<file path="config.mk">
export PLATFORM = sky130hd
export DESIGN_NAME = wb_vector_serializer
export DESIGN_NICKNAME = d
export VERILOG_FILES = /design/src/rtl/wb_vector_serializer.sv
export SDC_FILE = /design/constraint.sdc
export NUM_CORES = 1
export LEC_CHECK = 0
export BUFFER_PORTS_ARGS = -buffer_cell sky130_fd_sc_hd__buf_2
export CAP_MARGIN = 10
export CELL_PAD_IN_SITES_DETAIL_PLACEMENT = 0
export CELL_PAD_IN_SITES_GLOBAL_PLACEMENT = 2
export CORE_ASPECT_RATIO = 0.9
export CORE_MARGIN = 2
export CORE_UTILIZATION = 29
export CTS_CLUSTER_DIAMETER = 120
export CTS_CLUSTER_SIZE = 28
export DETAILED_ROUTE_END_ITERATION = 10
export HOLD_SLACK_MARGIN = 0.02
export PLACE_DENSITY_LB_ADDON = 0.08
export SETUP_SLACK_MARGIN = 0.3
export SLEW_MARGIN = 40
export SYNTH_ARGS = -nofsm -noshare
export SYNTH_HDL_FRONTEND = slang
export SYNTH_SLANG_ARGS = --single-unit
</file>
<file path="constraint.sdc">
create_clock -name clk -period 4 [get_ports clk]
set_input_delay 0.8 -clock clk [delete_from_list [all_inputs] [get_ports clk]]
set_output_delay 0.8 -clock clk [all_outputs]
set_load 0.1 [all_outputs]
</file>
<file path="src/rtl/wb_vector_serializer.sv">
// Write-back serializer: scalar results go to the 32-bit bank in one cycle, and vector
// results go out as LANES 8-bit lane writes. Define WB_LANE_MSB_FIRST_EN to emit the highest lane first.
module wb_vector_serializer #(
    parameter int unsigned DATA_W = 32,
    parameter int unsigned VEC_W  = 40,
    parameter int unsigned LANE_W = 8,
    parameter int unsigned LANES  = 5,
    parameter int unsigned REG_AW = 4
) (
    input  logic              clk,
    input  logic              rst,
    input  logic              in_valid,
    output logic              in_ready,
    input  logic              in_we_c,
    input  logic              in_we_v,
    input  logic              in_sel_dat,
    input  logic [DATA_W-1:0] in_alu_res,
    input  logic [DATA_W-1:0] in_mem_data,
    input  logic [VEC_W-1:0]  in_vec_res,
    input  logic [REG_AW-1:0] in_rg,
    output logic [REG_AW-1:0] Rg_WB,
    output logic [DATA_W-1:0] DinC,
    output logic              WE_C,
    output logic [LANE_W-1:0] DinV_8bit,
    output logic              WE_V,
    output logic [2:0]        wb_lane,
    output logic              busy
);

    typedef enum logic [1:0] {
        IDLE   = 2'd0,
        SCALAR = 2'd1,
        VEC    = 2'd2
    } state_t;

`ifdef WB_LANE_MSB_FIRST_EN
    localparam logic [2:0] FIRST_LANE = 3'(LANES - 1);
    localparam logic [2:0] LAST_LANE  = 3'd0;
`else
    localparam logic [2:0] FIRST_LANE = 3'd0;
    localparam logic [2:0] LAST_LANE  = 3'(LANES - 1);
`endif

    state_t              state_q, state_d;
    logic [VEC_W-1:0]    vec_q, vec_d;
    logic [REG_AW-1:0]   rg_d;
    logic [DATA_W-1:0]   dinc_d;
    logic                we_c_d, we_v_d, busy_d;
    logic [LANE_W-1:0]   dinv_d;
    logic [2:0]          lane_d, lane_step;
    logic                accept, load;

    function automatic logic [LANE_W-1:0] lane_slice(input logic [VEC_W-1:0] v,
                                                     input logic [2:0] l);
        return LANE_W'(v >> (LANE_W * 32'(l)));
    endfunction

    // Ready is a decode of registered state only.
    assign in_ready = (state_q == IDLE) || (state_q == SCALAR) ||
                      ((state_q == VEC) && (wb_lane == LAST_LANE));
    assign accept   = in_valid && in_ready;

`ifdef WB_LANE_MSB_FIRST_EN
    assign lane_step = wb_lane - 3'd1;
`else
    assign lane_step = wb_lane + 3'd1;
`endif

    // Next-state and next-output decode.
    always_comb begin
        state_d = state_q;
        vec_d   = vec_q;
        rg_d    = Rg_WB;
        dinc_d  = DinC;
        dinv_d  = DinV_8bit;
        lane_d  = wb_lane;
        we_c_d  = 1'b0;
        we_v_d  = 1'b0;
        busy_d  = 1'b0;
        load    = 1'b0;

        case (state_q)
            IDLE: begin
                if (accept) load = 1'b1;
            end
            SCALAR: begin
                if (accept) load = 1'b1;
                else        state_d = IDLE;
            end
            VEC: begin
                if (wb_lane != LAST_LANE) begin
                    lane_d = lane_step;
                    dinv_d = lane_slice(vec_q, lane_step);
                    we_v_d = 1'b1;
                    busy_d = 1'b1;
                end else if (accept) begin
                    load = 1'b1;
                end else begin
                    state_d = IDLE;
                    lane_d  = 3'd0;
                end
            end
            default: begin
                state_d = IDLE;
                lane_d  = 3'd0;
            end
        endcase

        // Capture an accepted result and launch its first write.
        if (load) begin
            rg_d   = in_rg;
            we_c_d = in_we_c;
            if (in_we_c) dinc_d = in_sel_dat ? in_mem_data : in_alu_res;
            if (in_we_v) begin
                state_d = VEC;
                vec_d   = in_vec_res;
                lane_d  = FIRST_LANE;
                dinv_d  = lane_slice(in_vec_res, FIRST_LANE);
                we_v_d  = 1'b1;
                busy_d  = 1'b1;
            end else if (in_we_c) begin
                state_d = SCALAR;
                lane_d  = 3'd0;
            end else begin
                state_d = IDLE;
                lane_d  = 3'd0;
            end
        end
    end

    // State and registered outputs; reset aborts any vector in flight.
    always_ff @(posedge clk or posedge rst) begin
        if (rst) begin
            state_q   <= IDLE;
            vec_q     <= '0;
            Rg_WB     <= '0;
            DinC      <= '0;
            WE_C      <= 1'b0;
            DinV_8bit <= '0;
            WE_V      <= 1'b0;
            wb_lane   <= 3'd0;
            busy      <= 1'b0;
        end else begin
            state_q   <= state_d;
            vec_q     <= vec_d;
            Rg_WB     <= rg_d;
            DinC      <= dinc_d;
            WE_C      <= we_c_d;
            DinV_8bit <= dinv_d;
            WE_V      <= we_v_d;
            wb_lane   <= lane_d;
            busy      <= busy_d;
        end
    end

endmodule

</file>
==> flow_metrics.env, run 1 <==
export IMPL_top_usage_layer="met2"
export IMPL_cts_hold_buf=0
export IMPL_syn_inst=454
export IMPL_drive_gt1_share_pct=32.6
export IMPL_finClkSkew_ns=0.00553
export IMPL_cts_max_level=3
export IMPL_grt_overflow=0
export IMPL_grt_max_degree=67
export IMPL_r2r_end="DinC[28]"
export IMPL_drt_pass1_iter_count=4
export IMPL_core_area_um2=14700
export IMPL_ff2ff_setup_slack_ns=1.49
export IMPL_finalHoldViolCount=0
export IMPL_cts_tree="yes"
export IMPL_cp_required_ns=3.20
export IMPL_synth_compound_area_share_pct=12.3
export IMPL_synth_cell_types=35
export IMPL_post_route_util_pct=38.4
export IMPL_final_area_um2=5650
export IMPL_synthXorXnorAreaFrac_pct=0.200
export IMPL_cpPeakStageDelay_ns=0.48
export IMPL_finalSetupViolCount=0
export IMPL_min_path_type="in2async"
export IMPL_final_min_clock_period_ns=2.64
export IMPL_viasPerCell=4.58
export IMPL_row_count=42
export IMPL_wirelength_um=12100
export IMPL_wl_per_cell_um=15.1
export IMPL_numCtsBuffers=9
export IMPL_synth_seq_area_share_pct=52.0
export IMPL_antenna_found_initial=0
export IMPL_post_cts_buffers=0
export IMPL_reg2reg_depth=7
export IMPL_slew_viol_final=0
export IMPL_die_width_um=133
export IMPL_drv_cap=0
export IMPL_tightestPinTransition_ns=0.650
export IMPL_slowest_stage="buf_2"
export IMPL_startpoint_type="flip-flop"
export IMPL_ys_ff_latch=91
export IMPL_synth_warning_count=0
export IMPL_post_route_drc_count=0
export IMPL_fmax_mhz=379
export IMPL_slew_headroom_pct=56.7
export IMPL_met3_usage_pct=4.19
export IMPL_synth_edf_count=0
export IMPL_finalSetupTns_ns=0
export IMPL_r2r_start="state_q[0]"
export IMPL_clkSinkCount=91
export IMPL_path_clk_slew_ns=0.07
export IMPL_cp_arrival_ns=1.84
export IMPL_hpwl_um=8700
export IMPL_critPathKind="reg2out"
export IMPL_synth_mux_area_fraction_pct=12.3
export IMPL_n_antenna_cell=0
export IMPL_worstSetupEndpointType="output pin"
export IMPL_fin_nets=722
export IMPL_clkLatencyLatePin_ns=0.34
export IMPL_path_max_fanout=6
export IMPL_cts_resized=0
export IMPL_synthSimpleGateAreaFrac_pct=16.8
export IMPL_fin_ws_ns=1.36
export IMPL_synth_area_um2=4380
export IMPL_met2_usage_pct=22.9
export IMPL_synth_fp_nets=574
export IMPL_crit_family="buffers and inverters"
export IMPL_synth_ff_type="dfrtp_1"
export IMPL_dieArea_um2=16100
export IMPL_port_buffers=164
export IMPL_critPathBufInv=2
export IMPL_synthToLayoutAreaGrowth_pct=29.0
export IMPL_grt_first_pass_wirelength_um=19500
export IMPL_cp_cell_sequence="inv_1, ha_1, a311o_1, buf_2"
export IMPL_ioPinCount=165
export IMPL_synth_top_family_by_area="simple AND/OR/NAND/NOR gates"
export IMPL_async_flop_share_pct=100
export IMPL_grt_pass1_vias=3680
export IMPL_grt_setup_unrepaired="no"
export IMPL_num_vias=3683
export IMPL_cts_max_path_buffers=2
export IMPL_final_antenna_net_count=0
export IMPL_fin_crit_sh_pct=66.0
export IMPL_synthAdderAreaFrac_pct=1.72
export IMPL_die_height_um=121
export IMPL_initial_core_util_pct=29.7
export IMPL_place_gp_congestion=0.744
export IMPL_grt_usage_pct=15.5
export IMPL_syn_avg_cell_area_um2=9.64
export IMPL_dp_slack_ns=1.49
export IMPL_status="completed"
export IMPL_placed_area_um2=5350
export IMPL_drtIter0Drc=170
export IMPL_root_buffer="clkbuf_16"
export IMPL_use_met1_pct=22.4
==> placed cells by master, fill, tap and decap left out, types with 2 or more instances in the layout <==
cell        instances
nor4_1              8
nor3_1              8
nor2_1              2
nand2_1           124
nor3b_1             8
and3_1              7
buf_4              11
a21oi_1            32
a31oi_1            33
dfrtp_1            91
mux2_4              3
o21ai_0            18
inv_1               6
a32o_1              2
ha_1                6
clkbuf_16           9
nor2b_1             2
clkinvlp_4          2
clkbuf_1            2
mux2i_1            48
nand3_1             2
buf_2             163
==> logic make-up after synthesis <==
kind of cell | Yosys count
AO/OA/AOI/OAI | 92
XOR/XNOR | 1
adder cells (fa/ha/maj) | 6
buffers and inverters | 44
AND/OR/NAND/NOR | 168
flip-flops | 91
multiplexers | 52
==> registers in the layout, indices dropped and copies added (netlist names) <==
signal / count
wb_lane: 3
DinV_8bit: 8
WE_C: 1
busy: 1
vec_q: 40
state_q: 2
DinC: 32
Rg_WB: 4
==> cells in the mapped netlist, types with 8 or more instances <==
master    count  area share, %
nand2_1     125             11
mux2i_1      48             11
clkbuf_1     18            1.5
nor3_1        8           0.91
o21ai_0      18            2.1
nor3b_1       8            1.4
a31oi_1      33            4.7
dfrtp_1      91             52
buf_2        16            1.8
a21oi_1      32            3.7
nor4_1        8            1.1
==> how the worst max path moves through the flow <==
| stage | from | endpoint | slack [ns] | depth (start not counted) |
|---|---|---|---|---|
| 4_1_cts | state_q[0] | in_ready | 1.35 | 4 |
| 5_1_grt | state_q[0] | DinC[29] | 1.25 | 7 |
| 3_3_place_gp | in_valid | DinC[1] | 1.50 | 6 |
| 6_report | state_q[0] | in_ready | 1.36 | 4 |
| 2_1_floorplan | wb_lane[0] | Rg_WB[0] | 0.76 | 8 |
| 3_5_place_dp | in_valid | DinC[24] | 1.49 | 6 |
==> per-stage QoR <==
| step | hold WS [ns] | std cells |
|---|---|---|
| floorplan | 0.437 | 454 |
| global placement | 0.455 | 789 |
| detailed placement | 0.458 | 789 |
| CTS | 0.472 | 805 |
| global route | 0.483 | 805 |
| finish | 0.468 | 805 |
==> routing by layer <==
metal  vias up  routed length, um
met5         -                  0
met4         0                138
met3        11                700
met2        95               5230
met1      1706               6070
li1       1871                  -
==> cell type report <==
type                            count  area, um2
Clock buffer                       12        246
Clock inverter                      4       50.0
Fill cell                        1597       9070
Inverter                            7       28.8
Multi-Input combinational cell    319       1900
Sequential cell                    91       2280
Tap cell                          198        248
Timing Repair Buffer              174        898
Power of run 1 is not shown: default switching activity piles up to over one toggle a cycle in this logic, so the estimate is an artifact.
==> inputs of run 2 (changes only) <==
- CORE_UTILIZATION: 29 -> 26
- clock period: 4 -> 2.36 ns (I/O delays scaled with it)
==> flow_metrics.env, run 2 (synthesized netlist as in run 1, its figures left out) <==
export IMPL_slowest_stage="dfrtp_1"
export IMPL_startpoint_type="flip-flop"
export IMPL_nFillCells=1755
export IMPL_cpPeakStageDelay_ns=0.40
export IMPL_dieArea_um2=17900
export IMPL_num_vias=3849
export IMPL_path_max_fanout=18
export IMPL_drive_gt1_share_pct=36.3
export IMPL_antenna_found_initial=0
export IMPL_min_path_type="in2async"
export IMPL_n_antenna_cell=0
export IMPL_finalSetupTns_ns=0
export IMPL_place_gp_congestion=0.761
export IMPL_hpwl_um=8950
export IMPL_die_width_um=141
export IMPL_viasPerCell=4.68
export IMPL_tightestPinTransition_ns=0.616
export IMPL_crit_family="simple AND/OR/NAND/NOR gates"
export IMPL_slew_viol_final=0
export IMPL_worstSetupEndpointType="flip-flop"
export IMPL_numCtsBuffers=9
export IMPL_finalHoldViolCount=0
export IMPL_cp_cell_sequence="buf_4, buf_4, ha_1, nor2b_2, and2_4, mux2_2"
export IMPL_clkLatencyLatePin_ns=0.34
export IMPL_whs_ns=0.210
export IMPL_cts_max_level=3
export IMPL_cts_hold_buf=0
export IMPL_fin_crit_sh_pct=87.2
export IMPL_top_register="vec_q"
export IMPL_clkSinkCount=91
export IMPL_die_height_um=127
export IMPL_ioPinCount=165
export IMPL_cts_tree="yes"
export IMPL_finClkSkew_ns=0.00553
export IMPL_synthToLayoutAreaGrowth_pct=33.3
export IMPL_wirelength_um=13400
export IMPL_grt_setup_unrepaired="yes"
export IMPL_row_count=44
export IMPL_drv_cap=0
export IMPL_grt_overflow=0
export IMPL_fmax_mhz=486
export IMPL_critPathKind="reg2reg"
export IMPL_cts_max_path_buffers=2
export IMPL_final_antenna_net_count=0
export IMPL_slew_headroom_pct=58.9
export IMPL_grt_usage_pct=14.3
export IMPL_status="completed"
export IMPL_top_regs="vec_q x40, DinC x32, DinV_8bit x8"
export IMPL_post_route_drc_count=0
export IMPL_grt_first_pass_wirelength_um=20100
export IMPL_core_area_um2=16300
export IMPL_largest_reg_flops=40
export IMPL_layout_common_cells="buf_2 (162), nand2_1 (117), dfrtp_1 (88)"
export IMPL_cp_arrival_ns=2.29
export IMPL_final_min_clock_period_ns=2.06
export IMPL_path_clk_slew_ns=0.06
export IMPL_root_buffer="clkbuf_16"
export IMPL_wl_per_cell_um=16.3
export IMPL_initial_core_util_pct=26.9
export IMPL_cp_required_ns=2.59
export IMPL_layout_commonest_cell="buf_2"
export IMPL_seq_area_um2=2280
export IMPL_grt_max_degree=73
export IMPL_critPathBufInv=2
export IMPL_drtIter0Drc=147
export IMPL_grt_pass1_vias=3812
export IMPL_fin_nets=732
export IMPL_dp_slack_ns=0.233
export IMPL_multi_input_area_um2=1960
export IMPL_crit_top_cell="buf_4"
export IMPL_drt_pass1_iter_count=4
export IMPL_fin_ws_ns=0.301
export IMPL_finalSetupViolCount=0
export IMPL_port_buffers=164
## run 2: through the flow
step | instance area, um2 | util, % | std cells
5_1_grt | 5830 | 35.8 | 822
6_report | 5830 | 35.8 | 822
3_3_place_gp | 5470 | 33.6 | 799
2_1_floorplan | 4460 | - | 454
3_5_place_dp | 5470 | 33.6 | 799
4_1_cts | 5750 | 35.3 | 815
## run 2: worst paths after layout
| check | from | endpoint | slack (ns) | cells past startpoint |
|---|---|---|---|---|
| min in group clk | in_vec_res[9] | vec_q[9] | 0.32 | 3 |
| worst min-delay path | rst | vec_q[29] | 0.21 | 2 |
| worst min register to register | vec_q[35] | vec_q[35] | 0.47 | 2 |
| max in group asynchronous | rst | DinC[5] | 1.56 | 3 |
| worst max register to register | state_q[0] | Rg_WB[3] | 0.30 | 6 |
| worst max-delay path | state_q[0] | Rg_WB[3] | 0.30 | 6 |
## run 2: area by class of cell
class / count / area share, %
tap: 207 / 4.44
clock buffer: 11 / 3.99
clock inverter: 3 / 0.300
sequential: 91 / 39.1
timing repair buffer: 182 / 18.1
inverter: 7 / 0.558
multi-input combinational: 321 / 33.5
## run 2: what timing repair did
| action | in CTS | in global routing |
|---|---|---|
| gates resized for setup | 4 | 8 |
| gates cloned | 0 | 3 |
| buffers inserted | 2 | 4 |
| pin swaps | 1 | 3 |
| setup endpoints to repair | 6 | 51 |
## run 2: worst reg2reg max path, stage by stage, from the launching register on
cell and delay [ns]:
dfrtp_1 0.40, buf_4 0.14, buf_4 0.13, ha_1 0.22, nor2b_2 0.30, and2_4 0.39, mux2_2 0.37
## run 2: routing by layer
layer  track usage, %  up-vias  wire [um]
met4             2.71        0        114
met3             4.80        8        766
met5                0        -          0
li1                 -     1898          -
met1             19.4     1851       6250
met2             22.6       92       6250
Power of run 2 is left out for the same reason.
==> inputs of run 3 (changes only) <==
- CTS_BUF_LIST: default -> sky130_fd_sc_hd__clkbuf_16
==> flow_metrics.env, run 3 (synthesized netlist as in run 1, its figures left out) <==
export IMPL_clkSinkCount=91
export IMPL_seq_area_um2=2280
export IMPL_ioPinCount=165
export IMPL_slew_viol_final=0
export IMPL_root_buffer="clkbuf_16"
export IMPL_cp_arrival_ns=2.29
export IMPL_cts_max_path_buffers=2
export IMPL_drtIter0Drc=147
export IMPL_wl_per_cell_um=16.3
export IMPL_numCtsBuffers=9
export IMPL_antenna_found_initial=0
export IMPL_layout_common_cells="buf_2 (162), nand2_1 (117), dfrtp_1 (88)"
export IMPL_post_route_drc_count=0
export IMPL_grt_setup_unrepaired="yes"
export IMPL_initial_core_util_pct=26.9
export IMPL_wirelength_um=13400
export IMPL_grt_overflow=0
export IMPL_drt_pass1_iter_count=4
export IMPL_port_buffers=164
export IMPL_place_gp_congestion=0.761
export IMPL_row_count=44
export IMPL_startpoint_type="flip-flop"
export IMPL_finalSetupViolCount=0
export IMPL_status="completed"
export IMPL_final_min_clock_period_ns=2.06
export IMPL_grt_max_degree=73
export IMPL_fin_nets=732
export IMPL_die_width_um=141
export IMPL_grt_first_pass_wirelength_um=20100
export IMPL_grt_usage_pct=14.3
export IMPL_fmax_mhz=486
export IMPL_viasPerCell=4.68
export IMPL_drive_gt1_share_pct=36.3
export IMPL_post_route_util_pct=35.8
export IMPL_finClkSkew_ns=0.00553
export IMPL_final_antenna_net_count=0
export IMPL_core_area_um2=16300
export IMPL_die_height_um=127
export IMPL_top_regs="vec_q x40, DinC x32, DinV_8bit x8"
export IMPL_cts_tree="yes"
export IMPL_slew_headroom_pct=58.9
export IMPL_num_vias=3849
export IMPL_worstSetupEndpointType="flip-flop"
export IMPL_finalHoldViolCount=0
export IMPL_dieArea_um2=17900
export IMPL_clkLatencyLatePin_ns=0.34
export IMPL_multi_input_area_um2=1960
export IMPL_reg2reg_depth=6
export IMPL_path_clk_slew_ns=0.06
export IMPL_cts_max_level=3
export IMPL_hpwl_um=8950
export IMPL_top_register="vec_q"
export IMPL_cts_hold_buf=0
export IMPL_synthToLayoutAreaGrowth_pct=33.3
export IMPL_r2r_start="state_q[0]"
export IMPL_grt_pass1_vias=3812
export IMPL_ff2ff_setup_slack_ns=0.30
export IMPL_critPathKind="reg2reg"
export IMPL_path_max_fanout=18
export IMPL_min_path_type="in2async"
export IMPL_fin_crit_sh_pct=87.2
export IMPL_drv_cap=0
export IMPL_cp_required_ns=2.59
export IMPL_layout_commonest_cell="buf_2"
export IMPL_tightestPinTransition_ns=0.616
export IMPL_r2r_end="Rg_WB[3]"
export IMPL_largest_reg_flops=40
export IMPL_nFillCells=1755
export IMPL_n_antenna_cell=0
==> run 3: cell count changes in the layout (fill, tap and decap cells not counted) <==
| cell | change |
|---|---|
| clkbuf_1 | -2 |
| inv_1 | +2 |
==> run 3: final cells by class <==
type	instances	area share, %
Sequential cell	91	39.1
Multi-Input combinational cell	321	33.5
Timing Repair Buffer	182	18.1
Tap cell	207	4.44
Clock buffer	9	3.86
Inverter	7	0.558
Clock inverter	5	0.429
==> run 3: worst max-delay path: stages, from the launching register on <==
cell and delay, ns:
dfrtp_1 0.40, buf_4 0.14, buf_4 0.13, ha_1 0.22, nor2b_2 0.30, and2_4 0.39, mux2_2 0.37
==> run 3: worst max path at each step <==
stage | startpoint | to | slack [ns] | cells past startpoint
CTS | state_q[1] | in_ready | 0.24 | 4
detailed placement | state_q[0] | Rg_WB[3] | 0.23 | 5
global placement | state_q[0] | Rg_WB[3] | 0.28 | 5
global route | state_q[1] | in_ready | 0.22 | 4
floorplan | wb_lane[0] | Rg_WB[0] | -0.21 | 8
finish | state_q[0] | Rg_WB[3] | 0.30 | 6
==> run 3: routing by layer <==
metal	part of all wire (%)	vias up	global-route usage, %	wire (um)
li1	-	1898	-	-
met1	47	1851	19.4	6250
met2	47	92	22.6	6250
met3	5.7	8	4.80	766
met4	0.85	0	2.71	114
met5	0	-	0	0
==> run 3: timing repair <==
action / 4_1_cts / 5_1_grt
gates cloned: 0 / 3
gates resized for setup: 4 / 8
endpoints found under the setup margin: 6 / 51
pin swaps: 1 / 3
buffers inserted: 2 / 4
==> run 3: through the flow <==
stage	instances	cell area (um2)	hold slack, ns	setup TNS, ns	setup WS (ns)
finish	822	5830	0.210	0	0.301
global route	822	5830	0.241	0	0.220
CTS	815	5750	0.218	0	0.238
detailed placement	799	5470	0.455	0	0.233
global placement	799	5470	0.452	0	0.278
floorplan	454	4460	0.437	-7.64	-0.210
Power of run 3 is left out for the same reason.
